===== src/rtl/dmem_host_arbiter_pkg.sv =====
// rtl/dmem_host_arbiter_pkg.sv - shared types and defaults for the data-RAM host arbiter
package dmem_host_arbiter_pkg;

    localparam int DMEM_DATA_W_DEF   = 16;
    localparam int DMEM_ADDR_W_DEF   = 8;
    localparam int DMEM_STATS_W      = 16;
    localparam int DMEM_STATS_LIMIT  = 16'hFFFF;

    typedef enum logic {
        S_CORE     = 1'b0,
        S_COOLDOWN = 1'b1
    } arb_state_e;

    // A zero-wide counter is not legal, so HOST_MAX_WAIT=0 still gets one bit.
    function automatic int wait_cnt_w(input int max_wait);
        if (max_wait < 1) begin
            return 1;
        end
        return $clog2(max_wait + 1);
    endfunction

endpackage


===== src/rtl/dmem_arb_wait_counter.sv =====
// rtl/dmem_arb_wait_counter.sv - saturating up-counter with clear and terminal flag
module dmem_arb_wait_counter #(
    parameter int LIMIT = 3,
    parameter int W     = 2
) (
    input  logic         clk_i,
    input  logic         rst_ni,
    input  logic         clr_i,
    input  logic         inc_i,
    output logic [W-1:0] count_o,
    output logic         at_limit_o
);

    localparam logic [W-1:0] LIMIT_W = W'(LIMIT);

    logic [W-1:0] count_q;
    logic [W-1:0] count_d;

    // Clear wins over increment; the count parks at LIMIT.
    always_comb begin
        count_d = count_q;
        if (clr_i) begin
            count_d = '0;
        end else if (inc_i && (count_q != LIMIT_W)) begin
            count_d = count_q + 1'b1;
        end
    end

    always_ff @(posedge clk_i or negedge rst_ni) begin
        if (!rst_ni) begin
            count_q <= '0;
        end else begin
            count_q <= count_d;
        end
    end

    assign count_o    = count_q;
    assign at_limit_o = (count_q == LIMIT_W);

endmodule


===== src/rtl/dmem_host_arbiter.sv =====
// rtl/dmem_host_arbiter.sv - core/host arbiter for the data RAM; optional DMEM_ARB_STATS_EN adds grant/stall counters
module dmem_host_arbiter
    import dmem_host_arbiter_pkg::*;
#(
    parameter int DATA_W        = DMEM_DATA_W_DEF,
    parameter int ADDR_W        = DMEM_ADDR_W_DEF,
    parameter int HOST_MAX_WAIT = 3
) (
    input  logic              Clock,
    input  logic              Reset,
    input  logic              iCoreWriteEnable,
    input  logic [ADDR_W-1:0] iCoreWriteAddress,
    input  logic [DATA_W-1:0] iCoreWriteData,
    input  logic [ADDR_W-1:0] iCoreReadAddress0,
    output logic              oCoreStall,
    input  logic              iHostValid,
    input  logic              iHostWrite,
    input  logic [ADDR_W-1:0] iHostAddress,
    input  logic [DATA_W-1:0] iHostWriteData,
    output logic              oHostReady,
    output logic              oHostReadValid,
    output logic [DATA_W-1:0] oHostReadData,
    input  logic [DATA_W-1:0] iRamReadData0,
    output logic              oRamWriteEnable,
    output logic [ADDR_W-1:0] oRamWriteAddress,
    output logic [DATA_W-1:0] oRamWriteData,
    output logic [ADDR_W-1:0] oRamReadAddress0
`ifdef DMEM_ARB_STATS_EN
    ,
    output logic [15:0]       oHostGrantCount,
    output logic [15:0]       oStallCount
`endif
);

    localparam int WAIT_W = wait_cnt_w(HOST_MAX_WAIT);

    arb_state_e        state_q;
    arb_state_e        state_d;
    logic              rd_valid_q;
    logic              rd_valid_d;
    logic [DATA_W-1:0] rd_data_q;
    logic [DATA_W-1:0] rd_data_d;

    logic              host_grant;
    logic              wait_expired;
    logic [WAIT_W-1:0] wait_cnt_unused;

    dmem_arb_wait_counter #(
        .LIMIT (HOST_MAX_WAIT),
        .W     (WAIT_W)
    ) u_wait_cnt (
        .clk_i      (Clock),
        .rst_ni     (Reset),
        .clr_i      (host_grant || !iHostValid),
        .inc_i      (iHostValid && !host_grant),
        .count_o    (wait_cnt_unused),
        .at_limit_o (wait_expired)
    );

    // Grant is gated by Reset so the outputs collapse to the idle case while reset is held.
    always_comb begin
        host_grant = 1'b0;
        state_d    = state_q;
        case (state_q)
            S_CORE: begin
                host_grant = Reset && iHostValid && (!iCoreWriteEnable || wait_expired);
                if (host_grant) begin
                    state_d = S_COOLDOWN;
                end
            end
            S_COOLDOWN: begin
                state_d = S_CORE;
            end
            default: begin
                state_d = S_CORE;
            end
        endcase
    end

    always_comb begin
        oHostReady       = host_grant;
        oCoreStall       = host_grant;
        oRamWriteEnable  = iCoreWriteEnable;
        oRamWriteAddress = iCoreWriteAddress;
        oRamWriteData    = iCoreWriteData;
        oRamReadAddress0 = iCoreReadAddress0;
        if (host_grant) begin
            oRamWriteEnable = iHostWrite;
            if (iHostWrite) begin
                oRamWriteAddress = iHostAddress;
                oRamWriteData    = iHostWriteData;
            end else begin
                oRamReadAddress0 = iHostAddress;
            end
        end
    end

    // Read data is captured at the end of the grant cycle and held until the next host read.
    always_comb begin
        rd_valid_d = 1'b0;
        rd_data_d  = rd_data_q;
        if (host_grant && !iHostWrite) begin
            rd_valid_d = 1'b1;
            rd_data_d  = iRamReadData0;
        end
    end

    always_ff @(posedge Clock or negedge Reset) begin
        if (!Reset) begin
            state_q    <= S_CORE;
            rd_valid_q <= 1'b0;
            rd_data_q  <= '0;
        end else begin
            state_q    <= state_d;
            rd_valid_q <= rd_valid_d;
            rd_data_q  <= rd_data_d;
        end
    end

    assign oHostReadValid = rd_valid_q;
    assign oHostReadData  = rd_data_q;

`ifdef DMEM_ARB_STATS_EN
    logic grant_sat_unused;
    logic stall_sat_unused;

    dmem_arb_wait_counter #(
        .LIMIT (DMEM_STATS_LIMIT),
        .W     (DMEM_STATS_W)
    ) u_grant_cnt (
        .clk_i      (Clock),
        .rst_ni     (Reset),
        .clr_i      (1'b0),
        .inc_i      (host_grant),
        .count_o    (oHostGrantCount),
        .at_limit_o (grant_sat_unused)
    );

    dmem_arb_wait_counter #(
        .LIMIT (DMEM_STATS_LIMIT),
        .W     (DMEM_STATS_W)
    ) u_stall_cnt (
        .clk_i      (Clock),
        .rst_ni     (Reset),
        .clr_i      (1'b0),
        .inc_i      (oCoreStall),
        .count_o    (oStallCount),
        .at_limit_o (stall_sat_unused)
    );
`endif

endmodule


===== config.mk =====
export PLATFORM = sky130hd
export DESIGN_NAME = dmem_host_arbiter
export DESIGN_NICKNAME = d
export VERILOG_FILES = /design/src/rtl/dmem_host_arbiter_pkg.sv /design/src/rtl/dmem_arb_wait_counter.sv /design/src/rtl/dmem_host_arbiter.sv
export SDC_FILE = /design/constraint.sdc
export NUM_CORES = 1
export LEC_CHECK = 0
export ABC_AREA = 1
export CORE_MARGIN = 4
export CORE_UTILIZATION = 33
export CTS_BUF_LIST = sky130_fd_sc_hd__clkbuf_16
export DETAILED_ROUTE_END_ITERATION = 8
export PLACE_DENSITY_LB_ADDON = 0.08
export SETUP_SLACK_MARGIN = 0.02
export SLEW_MARGIN = 20
export SYNTH_ARGS = -nofsm -noshare
export SYNTH_HDL_FRONTEND = slang
export SYNTH_SLANG_ARGS = --single-unit

===== constraint.sdc =====
create_clock -name Clock -period 1.5 [get_ports Clock]
set_input_delay 0.15 -clock Clock [delete_from_list [all_inputs] [get_ports Clock]]
set_output_delay 0.15 -clock Clock [all_outputs]
set_load 0.02 [all_outputs]

-- After elaboration in Yosys (flattened, before gate mapping)
Index checks and enable logic that the tools add are counted.
- flip-flop bits (word level): 20
- bits of input ports: 77
- add/sub/neg operators: 1
- equality and inequality tests: 2
- mux-type cells: 13
- bitwise operators: 1
- reduce and logical (&&, ||, !) cells: 12
- operators by type and width (operator ; number):
    $mux 16 ; 2
    $mux 8 ; 4
    $logic_and 1x1->1 ; 5
    $logic_not 1->1 ; 4
    $mux 1 ; 4
    $mux 2 ; 2
    $add 2x1->2 const B ; 1
    $eq 2x2->1 const B ; 1
    $logic_or 1x1->1 ; 2
    $ne 2x2->1 const B ; 1
    $pmux 1 s2 ; 1
    $reduce_bool 2->1 ; 1
    $not 1->1 ; 1

-- Longest topological paths before layout
Gate-level depths: netlist of run 1.
- word-level depth: 9
- depth in mapped cells: 8

-- Hierarchy
Synthesis of run 1 repeated with hierarchy kept, for this count alone.
- cells, all modules: 296
- area, all modules: 1700.4 µm²
- modules (own cells, without submodules) (module ; instances ; cells each ; area each (µm²) ; seq. area each (µm²)):
    dmem_host_arbiter ; 1 ; 283 ; 1594.0 ; 450.4
    dmem_arb_wait_counter ; 1 ; 13 ; 106.4 ; 50.0

-- Least setup slack after synthesis of run 1
OpenSTA, ideal clock, no wires.
- path type: reg-to-output
- from: register u_wait_cnt.count_q[0] (netlist: u_wait_cnt.count_o[0])
- to: output port oRamWriteAddress[2]
- arrival time: 1.525 ns
- data required time: 1.350 ns
- setup slack: -0.175 ns
- cell stages (with the launch flop): 8
- cells stage by stage: dfrtp_1 > ha_1 > inv_2 > nand2_2 > inv_2 > nor2_8 > buf_4 > o21ai_0
- word-level cells in the longest chain between the ends: 5
- ends and longest elaborated chain (what ; RTL line ; text):
    start: declaration ; dmem_arb_wait_counter.sv:16 ; logic [W-1:0] count_q;
    start signal: assignment ; dmem_arb_wait_counter.sv:33 ; count_q <= count_d;
    $eq 2x2->1 ; dmem_arb_wait_counter.sv:38 ; assign at_limit_o = (count_q == LIMIT_W);
    $logic_or 1x1->1 ; dmem_host_arbiter.sv:66 ; host_grant = Reset && iHostValid && (!iCoreWriteEnable || wait_expired);
    $logic_and 1x1->1 ; dmem_host_arbiter.sv:66 ;
    $mux 1 ; dmem_host_arbiter.sv:64 ; case (state_q)
    $mux 8 ; dmem_host_arbiter.sv:87 ; if (host_grant) begin
    end: declaration ; dmem_host_arbiter.sv:25 ; output logic [ADDR_W-1:0] oRamWriteAddress,
No other way between the ends.

-- Worst setup path in the final report of run 1
Same ends and word-level chain as after synthesis.

==> results of run 1 <==
==> state kept, by name, indices dropped and copies added (netlist names) <==
name                flops
oHostReadData          16
oHostReadValid          1
u_wait_cnt.count_o      2
state_q                 1
==> what timing repair did <==
| item | in CTS | in global routing |
|---|---|---|
| setup endpoints to repair | 44 | 52 |
| gates cloned | 2 | 0 |
| gates resized for setup | 212 | 29 |
| pin swaps | 9 | 2 |
| buffers inserted | 7 | 2 |
==> worst max path at each step <==
stage                                            startpoint                   to  slack [ps]  cells after the start
after detailed placement                              Reset  oRamReadAddress0[1]        -650                      7
after global routing      u_wait_cnt.count_o[0]$_DFFE_PN0P_     oRamWriteData[7]        -430                     10
after CTS                 u_wait_cnt.count_o[1]$_DFFE_PN0P_    oRamWriteData[10]        -290                     10
after global placement                                Reset     oRamWriteData[9]        -620                      7
after floorplan           u_wait_cnt.count_o[0]$_DFFE_PN0P_  oRamReadAddress0[0]         -30                      7
final                     u_wait_cnt.count_o[0]$_DFFE_PN0P_  oRamWriteAddress[2]        -310                     10
==> area by class of cell <==
class,instances,area share
tap,67,0.0233
sequential,20,0.139
clock buffer,3,0.0209
inverter,37,0.0393
timing repair buffer,183,0.500
multi-input combinational,191,0.277
==> cells in the final DEF, fill, tap and decap left out <==
cell / count
mux2i_1: 1
nor2_2: 1
xor2_1: 1
nand2_1: 91
buf_16: 2
dfrtp_1: 20
inv_4: 1
nand2_2: 7
nand4_2: 1
buf_6: 25
buf_4: 58
buf_12: 4
nor2_1: 4
clkdlybuf4s50_1: 93
inv_2: 2
nand2_4: 1
ha_2: 1
o21ai_2: 15
nand3_1: 9
o21ai_1: 17
nand3_2: 9
o21ai_0: 32
nor2_8: 1
inv_1: 34
clkbuf_16: 3
buf_8: 1
==> metrics by stage <==
stage	cell area, um2	instances	worst slack, ps	TNS, ps	total power, mW
2_1_floorplan	1610	266	-31.0	-954	1.22
3_5_place_dp	3250	488	-652	-24580	1.93
3_3_place_gp	3250	488	-623	-23820	1.91
6_report	3590	501	-311	-8690	2.54
5_1_grt	3590	501	-428	-14380	2.71
4_1_cts	3480	499	-289	-8230	2.52
==> routing by layer <==
layer	share of wire	track usage	vias to the layer above
met5	0	0	-
met4	0.031	0.0605	0
met3	0.091	0.0638	14
met2	0.51	0.365	92
met1	0.37	0.218	975
li1	-	-	1175
==> worst max-delay path, cell delays in order (launching register included) <==
cell and delay (ps):
dfrtp_1 350, ha_2 190, inv_2 40, nand2_4 70, inv_4 50, nor2_8 190
buf_12 150, buf_16 120, nand2_2 40, o21ai_1 70, buf_4 150
==> power groups by stage <==
stage,combinational [mW],sequential [mW],clock [mW]
2_1_floorplan,0.386,0.834,0
3_3_place_gp,1.20,0.707,0
3_5_place_dp,1.22,0.709,0
4_1_cts,1.27,0.703,0.546
5_1_grt,1.41,0.717,0.577
6_report,1.31,0.702,0.531
==> cells by family (layout without fill, tap and decap cells) <==
kind of cell	after synthesis	count (layout)	share of synthesized area
buf+inv	55	223	0.149
flops	20	20	0.312
mux	1	1	0.00623
xor+xnor	1	1	0.00545
simple gates	124	124	0.321
fa+ha+maj	1	1	0.00779
compound gates	64	64	0.199
==> results.tsv, run 1 <==
stage	metric	value	unit
detailed_routing	routed wire length per instance	12.1	um
global_route	GRT Total Usage	0.200	
floorplanning	Core Area	0.00472	mm2
global_route	global-route wire length before repair	9.87	mm
power	PD cells	708	mW/mm2
cells_and_area	area of the multi-input gates	996	um2
sta	RSZ-0062 raised after global routing	yes	
sta	hold slack	266	ps
cells_and_area	Layout fillers	378	
clock_network	Sink Count	20	
power	Switching Fraction	0.331	
floorplanning	die area	0.00605	mm2
sta	final setup fails	40	
logic_synthesis	post-synth cell types	17	
power	P_sw	0.841	mW
hold_path	Hold Path Class	in -> async	
setup_path	crit path capture type	output pin	
logic_synthesis	syn_area_per_cell	6.04	um2
logic_synthesis	#FFs+latches synth	20	
flow_run	max_cap viols	0	
logic_synthesis	dominant synthesized flop cell	dfrtp_1	
clock_network	hold_buf cts	0	
placement	PortBufs	128	
placement	RePlAce Congestion	0.814	
logic_synthesis	sequential area share after synthesis	0.312	
cells_and_area	layout cells sized above 1	0.304	
logic_synthesis	Post-synth top cells	98 x nand2_1, 63 x o21ai_0, 35 x inv_1, 20 x dfrtp_1, 18 x nand3_1	
clock_network	CTS Root Cell	clkbuf_16	
power	Logic pwr share	0.515	
run_status	failing checks	setup timing	
detailed_routing	DRC errors left	0	
logic_synthesis	most area-hungry cell type in the Yosys netlist	dfrtp_1	
power	Lkg Pwr	1.75	nW
global_route	number of global-route vias before repair	2171	
sta	worst setup margin	-311	ps
sta	Max Clk Rate	552	MHz
sta	min cycle time layout	1810	ps
cells_and_area	Antenna diodes	0	
power	sequential power share	0.276	
clock_network	CTS tree	built	
setup_path	crit path kind	reg -> out	
logic_synthesis	Synth area leaders	dfrtp_1 31%, nand2_1 23%, o21ai_0 20%, inv_1 8.2%, nand3_1 5.6%	
cells_and_area	combined flip-flop and latch cell area	500	um2
logic_synthesis	Synthesized Nets	344	
clock_network	CTS clk-pin slew, worst paths	50	ps
placement	HPWL Detailed	4.66	mm
clock_network	clk buf depth	2	
logic_synthesis	asr flop ratio synth	1.00	
floorplanning	I/O pins	129	
sta	Worst-Margin Slew	250	ps
sta	Final period util	1.21	
detailed_routing	total wire length	6.07	mm
setup_path	worst r2r src	u_wait_cnt.count_o[0]$_DFFE_PN0P_	
logic_synthesis	Post-synth EDFFs	0	
cells_and_area	Area Overhead vs Synth	124	%
floorplanning	num rows	25	
logic_synthesis	most frequent cell after synthesis	nand2_1	
floorplanning	Die Wd	77.8	um
floorplanning	Starting Density	0.340	
clock_network	worst-skew pair later-pin latency	250	ps
detailed_routing	drt via density	4.50	
setup_path	Crit Reg-Reg Endpoint	oHostReadData[8]$_DFFE_PN0P_	
setup_path	Reg2Reg Depth	11	
power	Int Pwr	1.70	mW
setup_path	Max FO, Critical Path	6	
run_status	status	complete, but fails checks	
detailed_routing	1st-iter DRT viols	78	
clock_network	H-Tree Depth	1	
logic_synthesis	area of the mapped netlist	0.00161	mm2
global_route	initial antenna violation count	0	
sta	Clock Skew	3.67	ps
setup_path	Arr. time, crit path	1660	ps
cells_and_area	Nets	514	
global_route	grt total ovfl	0	
detailed_routing	ANT nets after route	0	
floorplanning	Die Ht	77.8	um
setup_path	Reg2Reg Setup Slack	-20	ps
sta	final hold violation count	0	
setup_path	CP Launch Type	flip-flop	
setup_path	CP Data Required Time	1350	ps
logic_synthesis	synth warn	0	
clock_network	cts bufs inserted	3	
power	Peak supply drop	833	uV
sta	slew margin rel.	0.833	
logic_synthesis	share of the synthesized area in the top cell type	0.312	
cells_and_area	post-route core utilization	0.761	
logic_synthesis	Cells after Synth	266	
global_route	pin count of the biggest net entering global routing	19	
detailed_routing	DR pass1 iterations	4	
sta	fin. max-slew vios	0	
power	Clk pwr share	0.209	
detailed_routing	Vias	2256	
Note: power is estimated with default switching activity, not from simulation.
==> inputs of run 2 (changes only) <==
Settings changed: MAX_ROUTING_LAYER from default to met4.
==> results.tsv, run 2 (synthesized netlist as in run 1, its figures left out) <==
stage	metric	value	unit	change
setup_path	crit path capture type	output pin		unchanged
setup_path	CP max stage cell	dfrtp_1		unchanged
detailed_routing	drt via density	4.53		was 4.50
placement	HPWL Detailed	4.66	mm	unchanged
clock_network	worst-skew pair later-pin latency	250	ps	about the same
floorplanning	I/O pins	129		unchanged
sta	min cycle time layout	1810	ps	about the same
sta	Max Clk Rate	552	MHz	about the same
floorplanning	Die Wd	77.8	um	unchanged
clock_network	clk buf depth	2		unchanged
cells_and_area	layout cells sized above 1	0.304		unchanged
detailed_routing	DRC errors left	0		unchanged
cells_and_area	commonest non-fill, non-tap cell in the layout	clkdlybuf4s50_1		unchanged
placement	RePlAce Congestion	0.826		was 0.814
floorplanning	Core Area	0.00472	mm2	unchanged
detailed_routing	1st-iter DRT viols	89		was 78
sta	final hold violation count	0		unchanged
clock_network	CTS Root Cell	clkbuf_16		unchanged
global_route	initial antenna violation count	0		unchanged
setup_path	crit path kind	reg -> out		unchanged
power	sequential power share	0.277		was 0.276
power	Clk pwr share	0.208		was 0.209
power	Peak supply drop	834	uV	was 833 uV
sta	hold slack	269	ps	was 266 ps
setup_path	Largest delay share family, worst path	buffers and inverters		unchanged
floorplanning	Starting Density	0.340		unchanged
cells_and_area	combined flip-flop and latch cell area	500	um2	unchanged
setup_path	CP Launch Type	flip-flop		unchanged
power	total power	2.54	mW	about the same
floorplanning	num rows	25		unchanged
clock_network	hold_buf cts	0		unchanged
detailed_routing	ANT nets after route	0		unchanged
sta	slew margin rel.	0.833		about the same
placement	PortBufs	128		unchanged
setup_path	CP Data Required Time	1350	ps	about the same
flow_run	max_cap viols	0		unchanged
clock_network	CTS tree	built		unchanged
sta	Clock Skew	1.97	ps	was 3.67 ps
detailed_routing	DR pass1 iterations	4		unchanged
sta	Worst-Margin Slew	250	ps	about the same
hold_path	Hold Path Class	in -> async		unchanged
detailed_routing	routed wire length per instance	12.2	um	was 12.1 um
clock_network	CTS clk-pin slew, worst paths	50	ps	about the same
setup_path	Max FO, Critical Path	6		unchanged
power	Switching Fraction	0.331		about the same
global_route	number of global-route vias before repair	2178		was 2171
global_route	GRT Total Usage	0.205		was 0.200
detailed_routing	Vias	2272		was 2256
cells_and_area	fin area	0.00359	mm2	unchanged
sta	RSZ-0062 raised after global routing	yes		unchanged
setup_path	CP cell instances	ha_2 > inv_2 > nand2_4 > inv_4 > nor2_8 > buf_12 > buf_16 > nand2_2 > o21ai_1 > buf_4		unchanged
cells_and_area	Antenna diodes	0		unchanged
power	PD cells	707	mW/mm2	was 708 mW/mm2
cells_and_area	Area Overhead vs Synth	124	%	unchanged
run_status	status	complete, but fails checks		unchanged
clock_network	Sink Count	20		unchanged
power	P_sw	0.841	mW	about the same
power	Lkg Pwr	1.75	nW	unchanged
clock_network	cts bufs inserted	3		unchanged
cells_and_area	most frequent cells in the layout	93 x clkdlybuf4s50_1, 91 x nand2_1, 58 x buf_4, 34 x inv_1, 32 x o21ai_0		unchanged
power	Int Pwr	1.70	mW	about the same
global_route	global-route wire length before repair	9.81	mm	was 9.87 mm
setup_path	Crit path buffers/inverters	5		unchanged
placement	Post-DP Area	0.00325	mm2	unchanged
cells_and_area	area of the multi-input gates	996	um2	unchanged
sta	fin. max-slew vios	0		unchanged
clock_network	H-Tree Depth	1		unchanged
setup_path	Crit path depth	10		unchanged
sta	final setup fails	40		unchanged
setup_path	largest stage delay on the critical path	350	ps	about the same
sta	worst setup margin	-312	ps	was -311 ps
cells_and_area	Layout fillers	378		unchanged
floorplanning	die area	0.00605	mm2	unchanged
power	Logic pwr share	0.516		was 0.515
cells_and_area	Nets	514		unchanged
cells_and_area	max FFs per register	16		unchanged
floorplanning	Die Ht	77.8	um	unchanged
global_route	pin count of the biggest net entering global routing	19		unchanged
detailed_routing	total wire length	6.10	mm	was 6.07 mm
setup_path	Arr. time, crit path	1660	ps	about the same
setup_path	Reg2Reg Depth	11		unchanged
sta	Final period util	1.21		about the same
global_route	grt total ovfl	0		unchanged
run_status	failing checks	setup timing		unchanged
==> run 2: power groups by stage <==
stage | clock network [mW] | logic, mW | registers, mW
after detailed placement | 0 | 1.22 | 0.709
after global placement | 0 | 1.20 | 0.707
after CTS | 0.546 | 1.27 | 0.703
final | 0.528 | 1.31 | 0.703
after global routing | 0.580 | 1.41 | 0.717
after floorplan | 0 | 0.386 | 0.834
==> run 2: timing repair <==
item / in CTS / in global routing
cloned: 2 / 0
gates resized for setup: 212 / 29
pin swaps: 9 / 2
endpoints found under the setup margin: 44 / 51
setup buffers: 7 / 2
==> run 2: per-layer routing <==
layer | track usage | up-vias | routed length, um
li1 | - | 1177 | -
met1 | 0.226 | 986 | 2430
met2 | 0.364 | 95 | 3050
met3 | 0.0487 | 14 | 430
met4 | 0.0605 | 0 | 187
met5 | - | - | 0
==> run 2: layout make-up <==
cell class                 instances  area share
multi-input combinational        191       0.277
inverter                          37      0.0393
sequential                        20       0.139
clock buffer                       3      0.0209
timing repair buffer             183       0.500
tap                               67      0.0233
==> run 2: stage by stage <==
step	setup WS, ps	instances	TNS, ps	utilization
floorplan	-31.0	266	-954	-
global placement	-623	488	-23820	0.689
detailed placement	-652	488	-24580	0.689
CTS	-289	499	-8230	0.737
global route	-428	501	-14360	0.761
finish	-312	501	-8660	0.761
==> run 2: worst paths after layout <==
check / end / slack [ps] / startpoint
worst max-delay path: oRamWriteAddress[2] / -310 / u_wait_cnt.count_o[0]$_DFFE_PN0P_
worst min-delay path: u_wait_cnt.count_o[0]$_DFFE_PN0P_ / 270 / Reset
worst max register to register: oHostReadData[8]$_DFFE_PN0P_ / -10 / u_wait_cnt.count_o[0]$_DFFE_PN0P_
worst min register to register: oHostReadData[10]$_DFFE_PN0P_ / 470 / oHostReadData[10]$_DFFE_PN0P_
max in group asynchronous: oHostReadData[11]$_DFFE_PN0P_ / 970 / Reset
min in group Clock: oHostReadData[10]$_DFFE_PN0P_ / 460 / iRamReadData0[10]
